$ cat config.mk
export PLATFORM = sky130hd
export DESIGN_NAME = serial_subtractor
export DESIGN_NICKNAME = d
export VERILOG_FILES = /design/src/rtl/serial_subtractor.sv
export SDC_FILE = /design/constraint.sdc
export NUM_CORES = 1
export LEC_CHECK = 0
export ABC_AREA = 0
export ABC_CLOCK_PERIOD_IN_PS = 2050
export BUFFER_PORTS_ARGS = -buffer_cell sky130_fd_sc_hd__buf_2
export CAP_MARGIN = 10
export CELL_PAD_IN_SITES_DETAIL_PLACEMENT = 1
export CELL_PAD_IN_SITES_GLOBAL_PLACEMENT = 1
export CORE_MARGIN = 8
export CORE_UTILIZATION = 41
export CTS_CLUSTER_SIZE = 8
export DETAILED_ROUTE_END_ITERATION = 12
export GPL_ROUTABILITY_DRIVEN = 0
export MAX_ROUTING_LAYER = met4
export PLACE_DENSITY = 0.83
export SYNTH_ARGS = -nofsm -noshare
export SYNTH_HDL_FRONTEND = slang
export SYNTH_SLANG_ARGS = --single-unit
$ cat constraint.sdc
create_clock -name i_clk -period 2.05 [get_ports i_clk]
set_clock_uncertainty 0.05 [all_clocks]
set_input_delay 0.205 -clock i_clk [delete_from_list [all_inputs] [get_ports i_clk]]
set_output_delay 0.205 -clock i_clk [all_outputs]
set_load 0.1 [all_outputs]
$ cat src/rtl/serial_subtractor.sv
// Bit-serial subtractor: computes minuend - subtrahend - borrow one bit per clock, LSB first,
// through a single full-subtractor cell, with a start/busy/done handshake.
module serial_subtractor #(
    parameter int unsigned WIDTH = 8
) (
    input  logic             i_clk,
    input  logic             i_rst,
    input  logic             i_start,
    input  logic [WIDTH-1:0] i_minuend,
    input  logic [WIDTH-1:0] i_subtrahend,
    input  logic             i_borrow,
    output logic             o_busy,
    output logic             o_done,
    output logic [WIDTH-1:0] o_diff,
    output logic             o_borrow
);

    localparam int unsigned CNT_W = $clog2(WIDTH + 1);
    localparam logic [CNT_W-1:0] LAST_BIT = CNT_W'(WIDTH - 1);

    localparam logic [1:0] IDLE  = 2'd0;
    localparam logic [1:0] SHIFT = 2'd1;
    localparam logic [1:0] DONE  = 2'd2;

    logic [1:0]       state;
    logic [1:0]       state_next;
    logic [WIDTH-1:0] a_sh;
    logic [WIDTH-1:0] b_sh;
    logic [WIDTH-1:0] res_sh;
    logic             brw;
    logic [CNT_W-1:0] cnt;

    logic             d_bit;
    logic             b_out;
    logic [WIDTH-1:0] res_next;

    // Full-subtractor cell on the current LSBs; difference bit enters the result from the MSB side
    always_comb begin
        d_bit    = a_sh[0] ^ b_sh[0] ^ brw;
        b_out    = (~a_sh[0] & b_sh[0]) | (~(a_sh[0] ^ b_sh[0]) & brw);
        res_next = {d_bit, res_sh[WIDTH-1:1]};
    end

    always_ff @(posedge i_clk) begin
        if (i_rst) begin
            state <= IDLE;
        end else begin
            state <= state_next;
        end
    end

    always_comb begin
        state_next = state;
        case (state)
            IDLE:    if (i_start) state_next = SHIFT;
            SHIFT:   if (cnt == LAST_BIT) state_next = DONE;
            DONE:    state_next = IDLE;
            default: state_next = IDLE;
        endcase
    end

    // Datapath and registered handshake outputs
    always_ff @(posedge i_clk) begin
        if (i_rst) begin
            a_sh     <= '0;
            b_sh     <= '0;
            res_sh   <= '0;
            brw      <= 1'b0;
            cnt      <= '0;
            o_busy   <= 1'b0;
            o_done   <= 1'b0;
            o_diff   <= '0;
            o_borrow <= 1'b0;
        end else begin
            o_busy <= (state_next == SHIFT);
            o_done <= (state_next == DONE);
            case (state)
                IDLE: begin
                    if (i_start) begin
                        a_sh   <= i_minuend;
                        b_sh   <= i_subtrahend;
                        brw    <= i_borrow;
                        cnt    <= '0;
                        res_sh <= '0;
                    end
                end
                SHIFT: begin
                    a_sh   <= {1'b0, a_sh[WIDTH-1:1]};
                    b_sh   <= {1'b0, b_sh[WIDTH-1:1]};
                    res_sh <= res_next;
                    brw    <= b_out;
                    cnt    <= cnt + CNT_W'(1);
                    // Publish the finished word on the edge that processes the MSB
                    if (cnt == LAST_BIT) begin
                        o_diff   <= res_next;
                        o_borrow <= b_out;
                    end
                end
                default: ;
            endcase
        end
    end

endmodule

**After elaboration in Yosys (flattened, before gate mapping)**

Cells that the tools add are included.

- Logic and storage cells: 40
- Output and inout bits: 11
- Input port bits: 20
- Flip-flop bits (word level): 42

- Bitwise operators: 7
- Reduce and logical (&&, ||, !) cells: 4
- Eq/ne operators: 5
- Add/sub/neg operators: 1
- Muxes and demuxes: 13

Operators with widths:

| operator | number |
|---|---|
| $pmux 8 s2 | 3 |
| $mux 8 | 3 |
| $pmux 4 s2 | 1 |
| $add 4x1->4 const B | 1 |
| $eq 2x1->1 const B | 2 |
| $eq 4x3->1 const B | 1 |
| $mux 2 | 2 |
| $mux 4 | 1 |
| $pmux 2 s2 | 1 |
| $reduce_and 2->1 | 2 |
| $and 1x1->1 | 2 |
| $eq 2x2->1 const B | 1 |
| $logic_not 2->1 | 1 |
| $ne 2x2->1 const B | 1 |
| $not 1->1 | 2 |
| $pmux 1 s2 | 1 |
| $reduce_bool 2->1 | 1 |
| $xor 1x1->1 | 2 |
| $mux 1 | 1 |
| $or 1x1->1 | 1 |

**Depth between registers and ports, before layout**

Gate-level depths: netlist of run 1.

- Depth after elaboration: 5
- Mapped depth: 5
- Depth with buffers taken out: 5

**Worst setup path before layout of run 1**

No wires, ideal clock.

- Kind: register -> register
- Start point: reg cnt[0]
- End point: reg o_diff[4]
- Clock period less this slack: 1421 ps
- Required time: 1884 ps
- Arrival time: 1255 ps
- Buffers on the path: 1
- Setup time: 116 ps
- Stages on the path, launching flop included: 6
- Slack: 629 ps
- Cells stage by stage: dfxtp_1 > ha_1 > and4b_1 > and2_1 > buf_2 > a31o_2

- Word-level cells in the longest chain between the ends: 2

Ends and longest elaborated chain:

| what | line | source |
|---|---|---|
| from (decl) | 31 | `logic [CNT_W-1:0] cnt;` |
| from (signal assigned) | 92 | `cnt <= cnt + CNT_W'(1);` |
| $eq 4x3->1 | 94 | `if (cnt == LAST_BIT) begin` |
| $reduce_and 2->1 (no source line) | -- |  |
| to (signal assigned) | 95 | `o_diff <= res_next;` |
| to (decl) | 14 | `output logic [WIDTH-1:0] o_diff,` |

Every way passes these cells.
A chain may end at the register's enable or synchronous reset.

**Worst setup path after layout of run 1**

- Start point: reg cnt[0]
- End point: reg o_diff[3]

The elaborated chain is that of the path after synthesis.

==> results of run 1 <==
[final timing paths]
kind	end	slack [ns]	cells past startpoint
hold reg to reg	o_diff[5]$_SDFFE_PP0P_	0.42	2
setup reg to reg	o_diff[3]$_SDFFE_PP0P_	0.59	5
setup / recovery	o_diff[3]$_SDFFE_PP0P_	0.59	5
hold / removal	b_sh[7]$_SDFFE_PP0P_	0.10	3
[registers in the layout, summed over array words and instances (netlist names)]
register,cells
state,2
brw,1
res_sh,7
o_done,1
o_diff,8
b_sh,8
o_busy,1
o_borrow,1
cnt,4
a_sh,8
[worst reg2reg max path: stages (launching register included)]
cell and delay (ns):
dfxtp_1 0.37, ha_1 0.20, and4b_1 0.22, buf_4 0.20
a21oi_1 0.09, a31o_2 0.23
[layer usage]
layer,part of all wire,GRT usage,vias up
li1,-,-,733
met1,0.46,0.1601,741
met2,0.48,0.2470,33
met3,0.044,0.03906,7
met4,0.016,0.05455,0
met5,0,-,-
[final cells by class]
type,instances,area share
flip-flops and latches,41,0.4126
multi-input cells,125,0.3962
repair buffers,36,0.09811
clock buffers,7,0.04843
well taps,50,0.03145
inverters,5,0.01069
clock inverters,1,0.002516
[cells in the final DEF, fill, tap and decap left out, types with 3 or more instances in the layout]
cell / netlist / routed
o22ai_1: 3 / 3
a22oi_1: 10 / 10
or3b_2: 4 / 4
inv_1: 3 / 3
or3b_1: 7 / 7
clkbuf_8: 0 / 7
nor2b_1: 3 / 3
o21ai_0: 26 / 26
buf_2: 5 / 30
buf_4: 0 / 6
a31o_2: 7 / 7
nand2_1: 3 / 3
nor2_1: 12 / 12
dfxtp_1: 41 / 41
nand2b_1: 7 / 7
a21oi_1: 21 / 21
[where the power goes]
| part | switching (mW) | internal, mW |
|---|---|---|
| combinational | 0.0990 | 0.0690 |
| clock | 0.278 | 0.304 |
| sequential | 0.0177 | 0.832 |
[cells by family after synthesis]
family,Yosys count,synth area share
AO/OA/AOI/OAI,74,0.2662
adder cells (fa/ha/maj),2,0.01912
buffers and inverters,20,0.05441
flip-flops,41,0.4824
multiplexers,1,0.005883
AND/OR/NAND/NOR,48,0.1721
==> impl_metrics.tcl, run 1 <==
set metrics [dict create \
    place_ws_ns 0.6055 \
    worst_pin_slew_ns 0.7119 \
    multiInputGateArea_um2 788.3 \
    hold_buffers 0 \
    viasPerCell 5.713 \
    drive_above_1_share 0.2744 \
    cts_max_level 2 \
    drc_errors 0 \
    hold_ws_ns 0.1018 \
    post_cts_resized 0 \
    critPathKind "reg2reg" \
    fin_util 0.4973 \
    synth_common_cells "41 x dfxtp_1, 26 x o21ai_0, 21 x a21oi_1, 12 x nor2_1, 10 x a22oi_1" \
    cts.sinks 41 \
    yosysMostFrequentCell "dfxtp_1" \
    synth-seq-cells 41 \
    clkLatencyLatePin_ns 0.30 \
    grtUsageTotal 0.1463 \
    setup_viol_count_final 0 \
    fin_nets 236 \
    crit_path_top_delay_cell "dfxtp_1" \
    outcome "finished clean" \
    r2r_start "cnt[0]$_SDFFE_PP0P_" \
    synth_area_leaders "dfxtp_1 48%, o21ai_0 7.6%, a21oi_1 6.2%" \
    synth_top_area_cell "dfxtp_1" \
    cp_cell_sequence "ha_1, and4b_1, buf_4, a21oi_1, a31o_2" \
    rsz0062_at_grt "no" \
    syn_avg_cell_area_um2 9.149 \
    synth.net_count 208 \
    post-cts-setup-buffers 0 \
    crit_family "flip-flops" \
    place_inst 257 \
    min_from "i_subtrahend[7]" \
    fin_crit_ns 1.459 \
    totalPowerFinal_mw 1.600 \
    clockRootBuffer "clkbuf_8" \
    p_leak_nw 0.8242 \
    grt_max_degree 28 \
    dp_hpwl_um 2741 \
    portBuffers 30 \
    wl_um 4221 \
    area_growth_pct 16.91 \
    seq_area_um2 820.8 \
    io_pins 31 \
    yosysUniqueCellTypes 37 \
    die_h_um 80.42 \
    fp.dieW_um 80.42 \
    critical-path-max-stage-delay_ns 0.37 \
    grt_pass1_wl_um 7383 \
    endpoint_kind "flop" \
    crit_start "cnt[0]$_SDFFE_PP0P_" \
    ant_nets 0 \
    cp_max_fo 13 \
    setup_slack_ns 0.5910 \
    grt_overflow_total 0 \
    cts_buffers 5 \
    netlist.area_leader.share 0.4824 \
    final_cell_area_um2 1989 \
    cp_num_buf_inv 1 \
    drt_iter0_drc 66 \
    synth-seq-area-share 0.4824 \
    yosys_warnings 0 \
    synth_async_sr_flop_share 0 \
    core_um2 4000 \
    final_max_slew_viol_count 0 \
    max-slew-margin-rel 0.5249 \
    path_clk_slew_ns 0.08 \
    power.density_nw_per_um2 804.3 \
    n_antenna_cell 0 \
    cts_max_path_buffers 2 \
    dr.pass1.iters 4 \
    syn_area_um2 1702 \
    tns_ns 0 \
    min_path_type "in2reg" \
    num_vias 1514 \
    peakVddDrop_mv 0.4757 \
    max_cap_viol_count 0 \
    final_cells 265 \
    core.rowCount 23 \
    period_share 0.7117 \
    start_kind "flop" \
    cp_data_required_time_ns 2.20 \
    cp.arrival_ns 1.60 \
    nFillCells 503 \
    place_area_um2 1888 \
    grt_pass1_vias 1604 \
    antenna_found_initial 0 \
    fmax_mhz 685.4 \
    synthCells 186 \
    hold_viol_final 0 \
    cts_tree "done" \
    drt-wirelength-per-cell_um 15.93 \
    start_util 0.4254 \
    synthFlopType "dfxtp_1" \
    synth_edf_count 0 \
    die_area_um2 6467 \
]
Power figures use the tool's default switching activity.
==> inputs of run 2 (changes only) <==
Settings changed: ABC_CLOCK_PERIOD_IN_PS 2050 to 1400.
Clock period 2.05 ns to 1.4 ns, I/O delays scaled along.
==> run 2 against run 1 <==
Sequential power up 47%. Core utilization up 2.4 points. Cell count up 3.4%. First-iteration DRC count up 67%. Critical path depth unchanged. Sequential share of layout area down 1.7 points. Maximum frequency up 5.8%. Wire length up 8.1%.
==> impl_metrics.tcl, run 2 (synthesis results as in run 1) <==
set metrics [dict create \
    outcome "finished clean" \
    layout_common_cells "38 x dfxtp_1, 30 x buf_2, 26 x o21ai_0, 21 x a21oi_1" \
    drc_errors 0 \
    core.rowCount 23 \
    setup_slack_ns 0.02095 \
    fin_nets 245 \
    place_ws_ns -0.02782 \
    final_common_cell "dfxtp_1" \
    grt_max_degree 27 \
    fin_crit_ns 1.379 \
    cp_data_required_time_ns 1.55 \
    start_kind "flop" \
    n_antenna_cell 0 \
    cts_max_path_buffers 2 \
    drt_iter0_drc 110 \
    clkLatencyLatePin_ns 0.29 \
    wl_met3_um 217 \
    endpoint_kind "flop" \
    die_h_um 80.42 \
    crit_family "flip-flops" \
    final_cells 274 \
    peakVddDrop_mv 0.5685 \
    critPathKind "reg2reg" \
    clockRootBuffer "clkbuf_8" \
    dr_wl_met2_um 2132 \
    post-cts-setup-buffers 0 \
    hold_viol_final 0 \
    fmax_mhz 725.1 \
    drt-wirelength-per-cell_um 16.65 \
    seqPwrFrac 0.549 \
    reg_top3 "a_sh (8), b_sh (8), o_diff (8)" \
    cp_cell_sequence "ha_4, and4b_2, buf_4, a21oi_1, a31o_2" \
    setup_viol_count_final 0 \
    hold_buffers 0 \
    cp_max_fo 5 \
    io_pins 31 \
    tns_ns 0 \
    dr.pass1.iters 4 \
    max-slew-margin-rel 0.6713 \
    wl_met1_um 2118 \
    grt_overflow_total 0 \
    cp_num_buf_inv 1 \
    core_um2 4000 \
    cts.sinks 41 \
    fp.dieW_um 80.42 \
    area_growth_pct 22.65 \
    start_util 0.4254 \
    max_cap_viol_count 0 \
    num_vias 1520 \
    dp_hpwl_um 3090 \
    p_clk_frac 0.324 \
    top_layer "met4" \
    viasPerCell 5.547 \
    grtUsageTotal 0.1461 \
    grt_pass1_wl_um 7245 \
    p_int_mw 1.705 \
    path_clk_slew_ns 0.07 \
    period_share 0.9850 \
    die_area_um2 6467 \
    hold_ws_ns 0.04016 \
    antenna_found_initial 0 \
    crit_path_top_delay_cell "dfxtp_2" \
    wl_um 4562 \
    cts_tree "done" \
    p_sw_frac 0.2514 \
    critical-path-max-stage-delay_ns 0.36 \
    place_inst 265 \
    p_leak_nw 0.8622 \
    cp.arrival_ns 1.52 \
    ant_nets 0 \
    drive_above_1_share 0.3214 \
    worst_pin_slew_ns 0.4965 \
    cts_max_level 2 \
    grt_pass1_vias 1505 \
    power.density_nw_per_um2 1091 \
    portBuffers 30 \
    final_max_slew_viol_count 0 \
    p_sw_mw 0.5727 \
    min_path_type "in2reg" \
    cts_buffers 5 \
    p_comb_frac 0.127 \
    fin_util 0.5217 \
]
==> run 2: tightest hold or removal path: stages <==
cell and delay [ns]:
buf_2 0.07, a22oi_1 0.06, nor2_1 0.08
==> run 2: area by class of cell <==
| class | count | area [um2] |
|---|---|---|
| Fill cell | 470 | 1913 |
| Sequential cell | 41 | 824.5 |
| Multi-Input combinational cell | 125 | 807.0 |
| Timing Repair Buffer | 45 | 291.5 |
| Clock buffer | 8 | 80.08 |
| Tap cell | 50 | 62.56 |
| Inverter | 5 | 21.27 |
==> run 2: metal layers <==
layer  global-route usage  up-vias
met5                    -        -
met4              0.06545        0
met3              0.03571        9
met2               0.2165       31
met1               0.1827      730
li1                     -      750
==> run 2: power groups by stage <==
stage | logic, mW | registers, mW | clock network (mW)
floorplan | 0.158 | 1.28 | 0
global placement | 0.273 | 1.27 | 0
detailed placement | 0.282 | 1.27 | 0
CTS | 0.286 | 1.25 | 0.753
global route | 0.316 | 1.25 | 0.811
finish | 0.289 | 1.25 | 0.739
==> run 2: final timing paths <==
path / start / slack (ns) / to / depth (start not counted)
max: cnt[0]$_SDFFE_PP0P_ / 0.02 / o_diff[6]$_SDFFE_PP0P_ / 5
min: i_subtrahend[7] / 0.04 / b_sh[7]$_SDFFE_PP0P_ / 3
max reg2reg: cnt[0]$_SDFFE_PP0P_ / 0.02 / o_diff[6]$_SDFFE_PP0P_ / 5
min reg2reg: o_diff[5]$_SDFFE_PP0P_ / 0.41 / o_diff[5]$_SDFFE_PP0P_ / 2
==> run 2: through the flow <==
stage / instance area (um2) / power (mW)
2_1_floorplan: 1707 / 1.436
3_3_place_gp: 1976 / 1.543
3_5_place_dp: 1976 / 1.554
4_1_cts: 2063 / 2.286
5_1_grt: 2087 / 2.381
6_report: 2087 / 2.278
==> run 2: what timing repair did <==
item / 4_1_cts / 5_1_grt
endpoints found under the setup margin: 9 / 11
resized for setup: 4 / 6
pin swaps: 0 / 2
gates cloned: 0 / 1
